--- src/rtl/ring_rr_arbiter.sv ---
// Round-robin arbiter with a one-hot rotating priority pointer.
// Each grant is held until the owner pulses done, drops its request, or
// the optional hold limit expires. The pointer moves one past the owner
// whenever a grant is released, so every requester is eventually served.
module ring_rr_arbiter #(
  parameter  int N        = 8,
  parameter  int MAX_HOLD = 16,
  localparam int IW       = $clog2(N)
) (
  input  logic          clk,
  input  logic          rst_n,
  input  logic          enable_i,
  input  logic [N-1:0]  req_i,
  input  logic [N-1:0]  done_i,
  output logic [N-1:0]  grant_o,
  output logic          grant_valid_o,
  output logic [IW-1:0] grant_id_o,
  output logic [N-1:0]  ptr_o,
  output logic          preempt_o
);

  // The hold counter must count up to MAX_HOLD; keep it at least one bit wide
  // so the limit-disabled configuration still elaborates.
  localparam int HW = (MAX_HOLD > 0) ? $clog2(MAX_HOLD + 1) : 1;

  typedef enum logic {
    IDLE  = 1'b0,
    GRANT = 1'b1
  } state_e;

  state_e        state_q, state_d;
  logic [N-1:0]  grant_q, grant_d;
  logic          grant_valid_q, grant_valid_d;
  logic [IW-1:0] grant_id_q, grant_id_d;
  logic [N-1:0]  ptr_q, ptr_d;
  logic          preempt_q, preempt_d;
  logic [HW-1:0] hold_q, hold_d;

  // Circular priority search: requests at or above the pointer win; if none,
  // fall back to the lowest request overall, which is the wrap-around case.
  logic [N-1:0]  req_upper;
  logic [N-1:0]  search_vec;
  logic [N-1:0]  sel_onehot;
  logic [IW-1:0] sel_id;
  logic          owner_done;
  logic          owner_req;
  logic          hold_expired;
  logic          release_now;

  assign req_upper    = req_i & ~(ptr_q - N'(1));
  assign search_vec   = (req_upper != '0) ? req_upper : req_i;
  assign sel_onehot   = search_vec & (~search_vec + N'(1));
  assign owner_done   = |(done_i & grant_q);
  assign owner_req    = |(req_i & grant_q);
  assign hold_expired = (MAX_HOLD != 0) && (hold_q == HW'(MAX_HOLD));
  assign release_now  = owner_done || !owner_req || hold_expired;

  // Binary encoding of the selected one-hot requester.
  always_comb begin
    // NOTE: every combinational output gets a default before any branch so no latch is inferred.
    sel_id = '0;
    for (int i = 0; i < N; i++) begin
      if ((sel_onehot & (N'(1) << i)) != '0) sel_id = IW'(i);
    end
  end

  // State register: all arbiter state, cleared asynchronously.
  always_ff @(posedge clk or negedge rst_n) begin
    if (!rst_n) begin
      // NOTE: sequential state uses non-blocking assignments so every register samples pre-edge values.
      state_q       <= IDLE;
      grant_q       <= '0;
      grant_valid_q <= 1'b0;
      grant_id_q    <= '0;
      ptr_q         <= N'(1);
      preempt_q     <= 1'b0;
      hold_q        <= '0;
    end else begin
      state_q       <= state_d;
      grant_q       <= grant_d;
      grant_valid_q <= grant_valid_d;
      grant_id_q    <= grant_id_d;
      ptr_q         <= ptr_d;
      preempt_q     <= preempt_d;
      hold_q        <= hold_d;
    end
  end

  // Next-state logic: issue grants from IDLE, apply release rules in GRANT.
  always_comb begin
    state_d       = state_q;
    grant_d       = grant_q;
    grant_valid_d = grant_valid_q;
    grant_id_d    = grant_id_q;
    ptr_d         = ptr_q;
    preempt_d     = 1'b0;
    hold_d        = hold_q;
    unique case (state_q)
      IDLE: begin
        if (enable_i && (req_i != '0)) begin
          state_d       = GRANT;
          grant_d       = sel_onehot;
          grant_valid_d = 1'b1;
          grant_id_d    = sel_id;
          hold_d        = HW'(1);
        end
      end
      GRANT: begin
        if (release_now) begin
          state_d       = IDLE;
          grant_d       = '0;
          grant_valid_d = 1'b0;
          ptr_d         = {grant_q[N-2:0], grant_q[N-1]};
          preempt_d     = hold_expired && !owner_done && owner_req;
          hold_d        = '0;
        end else begin
          hold_d        = hold_q + HW'(1);
        end
      end
      default: state_d = IDLE;
    endcase
  end

  // Outputs come straight from registers.
  always_comb begin
    grant_o       = grant_q;
    grant_valid_o = grant_valid_q;
    grant_id_o    = grant_id_q;
    ptr_o         = ptr_q;
    preempt_o     = preempt_q;
  end

endmodule

--- config.mk ---
export PLATFORM = sky130hd
export DESIGN_NAME = ring_rr_arbiter
export DESIGN_NICKNAME = d
export VERILOG_FILES = /design/src/rtl/ring_rr_arbiter.sv
export SDC_FILE = /design/constraint.sdc
export NUM_CORES = 1
export LEC_CHECK = 0
export CAP_MARGIN = 20
export CORE_MARGIN = 1
export CORE_UTILIZATION = 45
export DETAILED_ROUTE_END_ITERATION = 12
export PLACE_DENSITY = 0.74
export SYNTH_ARGS = -nofsm -noshare
export SYNTH_HDL_FRONTEND = slang
export SYNTH_SLANG_ARGS = --single-unit
--- constraint.sdc ---
create_clock -name clk -period 3.4 [get_ports clk]
set_clock_uncertainty 0.05 [all_clocks]
set_input_delay 0.34 -clock clk [delete_from_list [all_inputs] [get_ports clk]]
set_output_delay 0.34 -clock clk [all_outputs]
set_load 0.1 [all_outputs]
==> results of run 1 <==
[worst paths after layout]
path,from,to,slack (ns)
max,ptr_o[0]$_DFFE_PN1P_,grant_id_o[0]$_DFFE_PN0P_,0.44
min,rst_n,grant_id_o[1]$_DFFE_PN0P_,0.31
max reg2reg,ptr_o[0]$_DFFE_PN1P_,grant_id_o[0]$_DFFE_PN0P_,0.44
min reg2reg,grant_id_o[2]$_DFFE_PN0P_,grant_id_o[2]$_DFFE_PN0P_,0.45
max in group asynchronous,rst_n,ptr_o[0]$_DFFE_PN1P_,2.68
min in group clk,grant_id_o[2]$_DFFE_PN0P_,grant_id_o[2]$_DFFE_PN0P_,0.45
[critical path, cell delays in order, from the launching register on]
cell and delay, ns:
dfstp_2 0.65, inv_1 0.06, ha_1 0.31, a22oi_1 0.21, a21boi_0 0.33, nand2_1 0.17
a2111oi_4 0.37, nor2_1 0.11, nor4b_1 0.47, a221o_1 0.19
[final cells by class]
cell class,count,share of cell area
multi-input combinational,117,0.413
clock inverter,1,0.00367
clock buffer,3,0.0110
inverter,10,0.0184
timing repair buffer,40,0.195
sequential,27,0.331
tap,46,0.0282
[cells by family after synthesis]
group	count (synthesis)	share of synthesized area
compound gates	46	0.238
xor+xnor	5	0.0279
fa+ha+maj	3	0.0239
buf+inv	13	0.0311
flops	27	0.431
mux	10	0.0702
simple gates	53	0.178
[per-stage QoR]
step	hold WS (ns)	setup WS [ns]
floorplan	-0.00559	0.358
global placement	0.410	0.581
detailed placement	0.419	0.499
CTS	0.320	0.460
global route	0.339	0.201
finish	0.311	0.436
[cells in the final DEF, fill, tap and decap left out, types with 2 or more instances in the layout]
cell             synthesis  layout
a221oi_1                 2       2
clkdlybuf4s50_1          0      39
a22oi_1                  5       5
mux2_2                   8       8
inv_1                   10      10
ha_1                     3       3
o31a_1                   2       2
xnor2_1                  2       2
clkbuf_4                 0       3
a22o_1                   5       5
nand4_1                  2       2
nand2b_1                 3       3
o21a_1                   2       2
a21boi_0                 2       2
xor2_1                   3       3
nand3_1                  4       4
and3_1                   2       2
o21ai_0                 13      13
o31ai_1                  2       2
nand2_1                 20      20
nor2_1                  11      11
a21o_1                   2       2
mux2i_1                  2       2
dfrtp_1                 26      26
[flip-flops by register name, summed over array words and instances, names as in the netlist]
name / count
hold_q: 5
grant_o: 8
preempt_o: 1
grant_id_o: 3
ptr_o: 8
state_q: 1
grant_valid_o: 1
[layer usage]
metal	global-route usage	routed length, um	vias to the layer above
met5	0	0	-
met1	0.335	1750	677
met2	0.407	1960	70
met4	0.0974	100	0
met3	0.0315	324	14
li1	-	-	665
==> results.ini, run 1 <==
[yosys]
synth_edf_count = 0
netlist_area_um2 = 1570
synthArstFlopShare = 1.00
synth_top_area_cell = dfrtp_1
syn_nets = 179
yosysMostFrequentCell = dfrtp_1
yosysUniqueCellTypes = 46
synth_area_leaders = dfrtp_1 41%, mux2_2 5.7%, nand2_1 4.8%
ys_ff_latch = 27
synth.top_cell.area_share = 0.415
synth_top_flop_cell = dfrtp_1
synthCells = 157
yosysSeqAreaShare = 0.431
yosys-top-cells-count = 26 x dfrtp_1, 20 x nand2_1, 13 x o21ai_0
yosys_warnings = 0
syn_area_per_cell_um2 = 9.99

[cts]
clock_path_buffers = 2
cts_buffers = 3
post_cts_resized = 0
root_buffer = clkbuf_4
postCtsHoldBufs = 0
clock_latency_ns = 0.33
cts_sinks = 27
postCtsSetupBuffers = 0
tritoncts = done
path_clk_slew_ns = 0.15
htree_levels = 1

[global_route]
grt_pass1_wl_mm = 6.70
grt_pass1_vias = 1386
grtUsageTotal = 0.248
grt_overflow = 0
grt_max_degree = 28
antenna_found_initial = 0

[floorplan]
core_um2 = 3340
die_y_um = 61.1
die_w_um = 61.1
rows = 21
ios = 40
initial_core_util = 0.470
die_area_um2 = 3730

[place]
place_inst = 240
hpwl_mm = 3.19
postPlaceCellArea_um2 = 2010
place_congestion = 0.970
numPortBuffers = 39

[finish]
multi_input_area_um2 = 843
diodes = 0
fin_nets = 221
drive_above_1_share = 0.111
syn_to_final_growth_pct = 30.2
final_cells = 244
final-seq-area_um2 = 677
stdcell_area_um2 = 2040
final_core_util = 0.612
fillers = 284

[timing]
min_period_ns = 2.96
slew_headroom = 0.343
max_freq_mhz = 337
tightestPinTransition_ns = 0.982
tns_ns = 0
setup_violations = 0
min_period_over_period = 0.872
report.final.slew_viol_count = 0
rsz0062_at_grt = no
hold_viol = 0

[drt]
vias_per_cell = 5.84
drt_iter0_drc = 83
dr.pass1.iters = 4
ant_nets = 0
drc = 0
wl_per_cell_um = 17.0
routed_wl_mm = 4.14
vias = 1426

[job]
drv_cap = 0

[critical_path]
required_ns = 3.63
crit_path_start_kind = flop
rr_worst_depth = 9
setup.worst_path.class = reg -> reg
endpoint_kind = flop
arrival_ns = 3.20
critPathMaxFanout = 8

[outcome]
outcome = finished clean

[min_path]
hold_class = in -> async

Power of run 1 is not shown: default switching activity piles up to over one toggle a cycle in this logic, so the estimate is an artifact.
==> inputs of run 2 (changes only) <==
--- a/config.mk
+++ b/config.mk
@@ -5,7 +5,7 @@
 export SDC_FILE = /design/constraint.sdc
 export NUM_CORES = 1
 export LEC_CHECK = 0
-export CAP_MARGIN = 20
+export CAP_MARGIN = 15
 export CORE_MARGIN = 1
 export CORE_UTILIZATION = 45
 export DETAILED_ROUTE_END_ITERATION = 12
==> results of run 2 <==
Same layout as run 1: the final DEF is identical, and so are final timing and power.
Power of run 2 is left out for the same reason.
==> inputs of run 3 (changes only) <==
--- a/config.mk
+++ b/config.mk
@@ -7,9 +7,10 @@
 export LEC_CHECK = 0
 export CAP_MARGIN = 15
 export CORE_MARGIN = 1
-export CORE_UTILIZATION = 45
+export CORE_UTILIZATION = 48
 export DETAILED_ROUTE_END_ITERATION = 12
-export PLACE_DENSITY = 0.74
+export PLACE_DENSITY = 0.79
+export SETUP_SLACK_MARGIN = 0.1
 export SYNTH_ARGS = -nofsm -noshare
 export SYNTH_HDL_FRONTEND = slang
 export SYNTH_SLANG_ARGS = --single-unit
==> results.ini, run 3 (same netlist as run 1, synthesis figures left out) <==
[critical_path]
setup.worst_path.class = reg -> reg
arrival_ns = 3.17
rr_worst_depth = 9
worstPathCellList = inv_1, ha_1, a22oi_1, a21boi_0, nand2_1, a2111oi_4, o21ai_0, o21a_1, a221o_1
endpoint_kind = flop
required_ns = 3.60
critPathSlowestCell = dfstp_2
critPathMaxStageDelay_ns = 0.65
crit_path_start_kind = flop
critPathMaxFanout = 8

[place]
hpwl_mm = 3.13
numPortBuffers = 39
place_congestion = 0.915

[drt]
dr.pass1.iters = 4
ant_nets = 0
vias = 1434
wl_per_cell_um = 17.0
drt_iter0_drc = 63
drc = 0
routed_wl_mm = 4.12
vias_per_cell = 5.93

[cts]
post_cts_resized = 0
root_buffer = clkbuf_4
path_clk_slew_ns = 0.16
postCtsSetupBuffers = 0
clock_latency_ns = 0.35
htree_levels = 1
cts_buffers = 3
clock_path_buffers = 2
postCtsHoldBufs = 0
tritoncts = done
cts_sinks = 27

[finish]
drive_above_1_share = 0.111
layout_common_cells = 39 x clkdlybuf4s50_1, 26 x dfrtp_1, 20 x nand2_1
syn_to_final_growth_pct = 30.1
diodes = 0
fin_nets = 221
final_common_cell = clkdlybuf4s50_1

[floorplan]
core_um2 = 3080
die_area_um2 = 3500
die_w_um = 59.2
die_y_um = 59.2
ios = 40
rows = 20
initial_core_util = 0.510

[timing]
tightestPinTransition_ns = 0.981
slew_headroom = 0.344
setup_violations = 0
min_period_over_period = 0.873
max_freq_mhz = 337
tns_ns = 0
report.final.slew_viol_count = 0
rsz0062_at_grt = no
hold_viol = 0
hold_ws_ns = 0.277
min_period_ns = 2.97

[min_path]
hold_class = in -> async

[job]
drv_cap = 0

[global_route]
grt_pass1_wl_mm = 6.70
grtUsageTotal = 0.260
grt_pass1_vias = 1400
antenna_found_initial = 0
grt_overflow = 0
grt_max_degree = 28

[outcome]
outcome = finished clean

==> run 3: area by class of cell <==
type,count,area (um2)
Clock inverter,1,7.51
Inverter,10,37.5
Tap cell,44,55.1
Timing Repair Buffer,40,398
Fill cell,256,1040
Clock buffer,3,22.5
Multi-Input combinational cell,117,843
Sequential cell,27,677
==> run 3: worst max-delay path, delay by kind of cell (launching register included) <==
family | cells | cell delay (ns)
AOI/OAI and AO/OA | 6 | 1.64
adders and majority gates | 1 | 0.31
and+or+nand+nor | 1 | 0.17
buffers and inverters | 1 | 0.06
DFF | 1 | 0.65
==> run 3: stage by stage <==
step	setup WS (ns)	std cells	area [um2]	utilization
after floorplan	0.358	157	1570	-
after global routing	0.251	242	2040	0.663
after global placement	0.557	238	2010	0.653
after CTS	0.448	242	2040	0.663
after detailed placement	0.469	238	2010	0.653
final	0.430	242	2040	0.663
==> run 3: layer usage <==
metal,GRT usage,vias up,part of all wire
met5,0,-,0
met4,0.0782,0,0.0095
met3,0.0328,4,0.049
met2,0.433,58,0.48
met1,0.354,709,0.46
li1,-,663,-
==> run 3: final timing paths <==
check                      slack [ns]                   endpoint                      start
hold reg to reg                  0.47  grant_valid_o$_DFFE_PN0P_  grant_valid_o$_DFFE_PN0P_
min in group clk                 0.47  grant_valid_o$_DFFE_PN0P_  grant_valid_o$_DFFE_PN0P_
max in group asynchronous        2.71       ptr_o[0]$_DFFE_PN1P_                      rst_n
setup / recovery                 0.43  grant_id_o[0]$_DFFE_PN0P_       ptr_o[0]$_DFFE_PN1P_
hold / removal                   0.28       ptr_o[4]$_DFFE_PN0P_                      rst_n
setup reg to reg                 0.43  grant_id_o[0]$_DFFE_PN0P_       ptr_o[0]$_DFFE_PN1P_
Power of run 3 is left out for the same reason.
